$ cat src/rtl/keypad_scanner_if.sv
// Keypad scanner bundle: matrix strobe/sense lines plus the decoded key and entry value.
interface keypad_scanner_if;
  logic [3:0] row_in;
  logic [3:0] col_out;
  logic [3:0] key_code;
  logic       key_valid;
  logic       key_held;
  logic [6:0] Number;

  modport master (
    input  row_in,
    output col_out, key_code, key_valid, key_held, Number
  );

  modport slave (
    output row_in,
    input  col_out, key_code, key_valid, key_held, Number
  );
endinterface

$ cat src/rtl/keypad_scanner.sv
// 4x4 matrix keypad scanner: column strobing, per-press debounce, hex key code
// output and a two-digit decimal entry value built from the digit keys.
module keypad_scanner #(
  parameter int SCAN_DIV         = 100000,
  parameter int DEBOUNCE_SAMPLES = 4
) (
  input  logic              Clk,
  input  logic              Reset,
  keypad_scanner_if.master  kp
);

  localparam int             CW         = (SCAN_DIV > 1) ? $clog2(SCAN_DIV) : 1;
  localparam logic [CW-1:0]  DWELL_LAST = CW'(SCAN_DIV - 1);
  localparam logic [3:0]     DS         = 4'(DEBOUNCE_SAMPLES);

  typedef enum logic [1:0] {SCAN, DEBOUNCE, HELD} state_t;

  state_t        state_reg;
  logic [3:0]    row_meta_reg;
  logic [3:0]    rs_reg;
  logic [CW-1:0] dwell_reg;
  logic [1:0]    col_reg;
  logic [1:0]    cand_reg;
  logic [3:0]    db_cnt_reg;
  logic [3:0]    rel_cnt_reg;
  logic [3:0]    key_code_reg;
  logic          key_valid_reg;
  logic          key_held_reg;
  logic [6:0]    number_reg;

  logic          sample;
  logic [1:0]    low_row;
  logic [3:0]    detect_code;
  logic [3:0]    cand_code;
  logic [6:0]    ones_digit;
  logic [6:0]    number_next;

  function automatic logic [3:0] key_lookup(input logic [1:0] row, input logic [1:0] col);
    case ({row, col})
      4'b00_00: key_lookup = 4'h1;
      4'b00_01: key_lookup = 4'h2;
      4'b00_10: key_lookup = 4'h3;
      4'b00_11: key_lookup = 4'hA;
      4'b01_00: key_lookup = 4'h4;
      4'b01_01: key_lookup = 4'h5;
      4'b01_10: key_lookup = 4'h6;
      4'b01_11: key_lookup = 4'hB;
      4'b10_00: key_lookup = 4'h7;
      4'b10_01: key_lookup = 4'h8;
      4'b10_10: key_lookup = 4'h9;
      4'b10_11: key_lookup = 4'hC;
      4'b11_00: key_lookup = 4'h0;
      4'b11_01: key_lookup = 4'hF;
      4'b11_10: key_lookup = 4'hE;
      default:  key_lookup = 4'hD;
    endcase
  endfunction

  assign sample = (dwell_reg == DWELL_LAST);

  // Lowest-index low row wins when several rows are pulled down at once.
  always_comb begin
    low_row = 2'd0;
    for (int i = 3; i >= 0; i--) begin
      if (!rs_reg[i]) low_row = 2'(i);
    end
  end

  assign detect_code = key_lookup(low_row, col_reg);
  assign cand_code   = key_lookup(cand_reg, col_reg);

  // Keeping only the ones digit before shifting bounds the result to 99.
  always_comb begin
    ones_digit  = number_reg % 7'd10;
    number_next = number_reg;
    if (key_code_reg <= 4'd9)
      number_next = ones_digit * 7'd10 + {3'b000, key_code_reg};
    else if (key_code_reg == 4'hC)
      number_next = 7'd0;
  end

  always_ff @(posedge Clk or posedge Reset) begin
    if (Reset) begin
      state_reg     <= SCAN;
      row_meta_reg  <= 4'hF;
      rs_reg        <= 4'hF;
      dwell_reg     <= '0;
      col_reg       <= 2'd0;
      cand_reg      <= 2'd0;
      db_cnt_reg    <= 4'd0;
      rel_cnt_reg   <= 4'd0;
      key_code_reg  <= 4'd0;
      key_valid_reg <= 1'b0;
      key_held_reg  <= 1'b0;
      number_reg    <= 7'd0;
    end else begin
      row_meta_reg  <= kp.row_in;
      rs_reg        <= row_meta_reg;
      key_valid_reg <= 1'b0;
      dwell_reg     <= sample ? '0 : dwell_reg + 1'b1;
      if (key_valid_reg) number_reg <= number_next;

      if (sample) begin
        case (state_reg)
          SCAN: begin
            if (rs_reg == 4'hF) begin
              col_reg <= col_reg + 2'd1;
            end else begin
              cand_reg <= low_row;
              if (DS == 4'd1) begin
                key_code_reg  <= detect_code;
                key_valid_reg <= 1'b1;
                key_held_reg  <= 1'b1;
                rel_cnt_reg   <= 4'd0;
                state_reg     <= HELD;
              end else begin
                db_cnt_reg <= 4'd1;
                state_reg  <= DEBOUNCE;
              end
            end
          end
          DEBOUNCE: begin
            if (!rs_reg[cand_reg]) begin
              if (db_cnt_reg + 4'd1 == DS) begin
                key_code_reg  <= cand_code;
                key_valid_reg <= 1'b1;
                key_held_reg  <= 1'b1;
                rel_cnt_reg   <= 4'd0;
                state_reg     <= HELD;
              end else begin
                db_cnt_reg <= db_cnt_reg + 4'd1;
              end
            end else begin
              state_reg <= SCAN;
              col_reg   <= col_reg + 2'd1;
            end
          end
          HELD: begin
            if (rs_reg == 4'hF) begin
              if (rel_cnt_reg + 4'd1 == DS) begin
                state_reg    <= SCAN;
                col_reg      <= col_reg + 2'd1;
                key_held_reg <= 1'b0;
                rel_cnt_reg  <= 4'd0;
              end else begin
                rel_cnt_reg <= rel_cnt_reg + 4'd1;
              end
            end else begin
              rel_cnt_reg <= 4'd0;
            end
          end
          default: state_reg <= SCAN;
        endcase
      end
    end
  end

  for (genvar gi = 0; gi < 4; gi++) begin : g_col
    assign kp.col_out[gi] = (col_reg != 2'(gi));
  end

  assign kp.key_code  = key_code_reg;
  assign kp.key_valid = key_valid_reg;
  assign kp.key_held  = key_held_reg;
  assign kp.Number    = number_reg;

endmodule

$ cat src/flat_wrapper.sv
// flat-port wrapper written by rule: the top's interface ports become plain ports
module keypad_scanner_flat 
#(
  parameter int SCAN_DIV         = 100000,
  parameter int DEBOUNCE_SAMPLES = 4
)
  (Clk, Reset, kp_row_in, kp_col_out, kp_key_code, kp_key_valid, kp_key_held, kp_Number);
  keypad_scanner_if kp_i ();
  input  logic Clk;
  input  logic Reset;
  input wire logic [$bits(kp_i.row_in)-1:0] kp_row_in;
  output wire logic [$bits(kp_i.col_out)-1:0] kp_col_out;
  output wire logic [$bits(kp_i.key_code)-1:0] kp_key_code;
  output wire logic [$bits(kp_i.key_valid)-1:0] kp_key_valid;
  output wire logic [$bits(kp_i.key_held)-1:0] kp_key_held;
  output wire logic [$bits(kp_i.Number)-1:0] kp_Number;
  assign kp_i.row_in = kp_row_in;
  assign kp_col_out = kp_i.col_out;
  assign kp_key_code = kp_i.key_code;
  assign kp_key_valid = kp_i.key_valid;
  assign kp_key_held = kp_i.key_held;
  assign kp_Number = kp_i.Number;
  keypad_scanner #(.SCAN_DIV(SCAN_DIV), .DEBOUNCE_SAMPLES(DEBOUNCE_SAMPLES)) u_core (.Clk(Clk), .Reset(Reset), .kp(kp_i));
endmodule
$ cat config.mk
export PLATFORM = sky130hd
export DESIGN_NAME = keypad_scanner_flat
export DESIGN_NICKNAME = d
export VERILOG_FILES = /design/src/rtl/keypad_scanner_if.sv /design/src/rtl/keypad_scanner.sv /design/src/flat_wrapper.sv
export SDC_FILE = /design/constraint.sdc
export NUM_CORES = 1
export LEC_CHECK = 0
export BUFFER_PORTS_ARGS = -buffer_cell sky130_fd_sc_hd__buf_2
export CAP_MARGIN = 20
export CORE_MARGIN = 3
export CORE_UTILIZATION = 35
export CTS_BUF_LIST = sky130_fd_sc_hd__clkbuf_8
export CTS_CLUSTER_DIAMETER = 200
export CTS_CLUSTER_SIZE = 30
export DETAILED_ROUTE_END_ITERATION = 12
export GPL_TIMING_DRIVEN = 0
export HOLD_SLACK_MARGIN = 0.03
export MAX_ROUTING_LAYER = met4
export SLEW_MARGIN = 40
export SYNTH_ARGS = -nofsm -noshare
export SYNTH_HDL_FRONTEND = slang
export SYNTH_SLANG_ARGS = --single-unit
export TNS_END_PERCENT = 50
$ cat constraint.sdc
create_clock -name Clk -period 13.3 [get_ports Clk]
set_clock_uncertainty 0.1 [all_clocks]
set_input_delay 2.66 -clock Clk [delete_from_list [all_inputs] [get_ports Clk]]
set_output_delay 2.66 -clock Clk [all_outputs]
set_load 0.05 [all_outputs]
==> reports/metrics.yaml <==
viasPerCell: 5.297
hpwlAfterDp_mm: 5.873
leakage_nw: 1.751
numPortBuffers: 22
pwr-share-comb_pct: 2.0
grt.total_usage_pct: 14.48
max-vdd-ir-drop_v: 0.00005597
synth_top_area_cell: "dfrtp_1"
power.density_nw_per_um2: 68.19
ys_ff_latch: 52
grt_max_degree: 31
grt_overflow: 0
fin_ws_ps: 7869
core_sq_um: 9864
firstDrtPassIters: 4
hold_violations: 0
power.total_w: 0.0002734
rsz0062_at_grt: "false"
synth.avg_cell_area_sq_um: 9.251
ios: 23
crit_buf_inv: 4
endpoint_kind: "flip-flop"
layout.nets: 451
drtIter0Drc: 110
cts_max_path_buffers: 2
cp.arrival_ps: 5560
postCtsHoldBufs: 0
ys_top_cells_by_area: "dfrtp_1 31%, ha_1 8.3%, dfstp_2 5.8%"
p_int_w: 0.0002176
netSwitchingPower_w: 0.00005580
switching_share_pct: 20.41
fin_setup_tns_ps: 0
synth_cells: 389
report.final.slew_viol_count: 0
cts_resized: 0
grt_pass1_vias: 2932
slew-limit-headroom_pct: 63.24
synthFlopType: "dfrtp_1"
largest_reg_flops: 17
routed_wl_mm: 7.594
cpMostUsedCell: "ha_1"
report.final.setup_viol: 0
drc_errors: 0
post-synth-top-area-fraction_pct: 30.60
seq_area_frac_synth_pct: 36.44
start_util_pct: 36.48
drive_gt1_share_pct: 16.90
start_kind: "flip-flop"
die_y_um: 107.4
diodes: 0
clockRootBuffer: "clkbuf_8"
worstPathRequired_ps: 13420
cts_tree: "yes"
ys_warn_count: 0
area_growth_pct: 11.40
fp-row-count: 36
synth.net_count: 421
grt_pass1_wl_mm: 13.70
crit_path_max_fanout: 10
htree_levels: 2
slowest_stage: "dfrtp_1"
fin_crit_sh_pct: 40.84
die_area_sq_um: 11530
path_clk_slew_ps: 90
path_cells: "buf_6 > inv_1 > ha_1 > and2_1 > or2_4 > a31o_1 > a21o_1 > inv_1 > ha_1 > nor2_1 > nor2_1 > xnor2_1 > ha_1 > ha_1 > inv_1 > fa_1 > nor3b_1 > xnor2_1 > nor3b_1 > o2bb2ai_1 > or3_1 > o211ai_2"
stdcell_area_sq_um: 4009
insertion_delay_ps: 310
synthArstFlopShare_pct: 100.0
cts_sinks: 52
netlist_area_sq_um: 3598
numCtsBuffers: 5
critPathKind: "reg -> reg"
clockPowerShare_pct: 39.1
via_count: 2929
synth_cell_type_count: 74
nFillCells: 963
wire_per_inst_um: 13.73
min_path_type: "reg -> reg"
min_period_ps: 5431
post-place-ws_ps: 7887
antenna_found_initial: 0
cpPeakStageDelay_ps: 490
fmax_ghz: 0.1841
cts_setup_buffers: 0
cp_top_family: "simple AND/OR/NAND/NOR gates"
multiInputGateArea_sq_um: 2120
seqPwrFrac_pct: 58.9
place_congestion: 0.8946
drv_cap: 0
placedInstanceArea_sq_um: 3897
antenna_left: 0
register_area_sq_um: 1311
die_w_um: 107.4
synth-edff-count: 0
worstMarginPinSlew_ps: 546.4
status: "finished, final reports clean"
[placed cells by master, fill, tap and decap left out, types with 8 or more instances in the layout]
| master | synthesis | final |
|---|---|---|
| dfrtp_1 | 44 | 44 |
| nand2_1 | 38 | 38 |
| o21ai_0 | 33 | 33 |
| buf_2 | 5 | 27 |
| inv_1 | 28 | 27 |
| nor2_1 | 27 | 27 |
| ha_1 | 24 | 24 |
| xnor2_1 | 15 | 15 |
| nand3_1 | 14 | 14 |
| a21oi_1 | 13 | 13 |
| xor2_1 | 11 | 11 |
| a31oi_1 | 8 | 8 |
| or3_1 | 8 | 8 |
| dfstp_2 | 8 | 8 |
[cells in the mapped netlist, types with 4 or more instances]
cell type	instances
nand4_1	4
nor2_1	27
and2_1	4
o21ai_0	33
nand2b_1	5
a211oi_1	4
or3_1	8
nor2b_1	5
xor2_1	11
nand2_1	38
nor3_1	6
inv_1	28
ha_1	24
dfstp_2	8
nand3_1	14
a31oi_1	8
buf_2	5
a21oi_1	13
a22o_1	6
nor3b_1	5
xnor2_1	15
and3_1	4
dfrtp_1	44
[routing by layer]
metal  share of wire (%)  vias to the layer above  global-route usage [%]
met5                   0                        -                       -
met4                0.41                        0                   3.066
met3                 4.7                        4                   2.400
met2                  48                       60                   23.64
met1                  47                     1420                   19.14
li1                    -                     1445                       -
[worst reg2reg max path, cell delays in order (launching register included)]
cell	delay, ps
dfrtp_1	490
buf_6	190
inv_1	60
ha_1	360
and2_1	230
or2_4	260
a31o_1	250
a21o_1	210
inv_1	130
ha_1	250
nor2_1	80
nor2_1	280
xnor2_1	250
ha_1	310
ha_1	200
inv_1	80
fa_1	440
nor3b_1	260
xnor2_1	130
nor3b_1	150
o2bb2ai_1	130
or3_1	370
o211ai_2	140
[per-stage QoR]
step                hold WS, ps  instances  util, %
floorplan                 245.2        389        -
global placement          246.5        544    39.28
detailed placement        247.2        545    39.51
CTS                       260.9        553    40.64
global route              264.3        553    40.64
finish                    259.1        553    40.64
[worst paths after layout]
check,start,end,slack [ps],depth (start not counted)
hold reg to reg,u_core.row_meta_reg[1],u_core.rs_reg[1],260,0
max in group asynchronous,Reset,u_core.row_meta_reg[0],10380,3
setup reg to reg,u_core.kp.Number[5],u_core.kp.Number[6],7870,22
setup / recovery,u_core.kp.Number[5],u_core.kp.Number[6],7870,22
hold / removal,u_core.row_meta_reg[1],u_core.rs_reg[1],260,0
min in group asynchronous,Reset,u_core.dwell_reg[13],2200,2
[layout make-up]
type / instances / share of cell area, %
clock inverters: 3 / 1.061
clock buffers: 5 / 1.717
inverters: 28 / 2.684
flip-flops and latches: 52 / 32.71
multi-input cells: 298 / 52.87
well taps: 133 / 4.151
repair buffers: 23 / 3.246
plain buffers: 11 / 1.561
[kinds of logic after synthesis]
logic type | synth area share, %
flops | 36.44
fa+ha+maj | 9.458
compound gates | 19.44
xor+xnor | 6.780
mux | 3.407
buf+inv | 4.659
simple gates | 19.82
[power groups by stage]
stage | combinational (W) | clock (W) | sequential, W
after CTS | 0.00000580 | 0.000111 | 0.000161
after detailed placement | 0.00000578 | 0 | 0.000164
final | 0.00000546 | 0.000107 | 0.000161
after floorplan | 0.00000315 | 0 | 0.000164
after global routing | 0.00000650 | 0.000117 | 0.000161
after global placement | 0.00000480 | 0 | 0.000164
No activity file was read; power rests on OpenSTA's default activity.
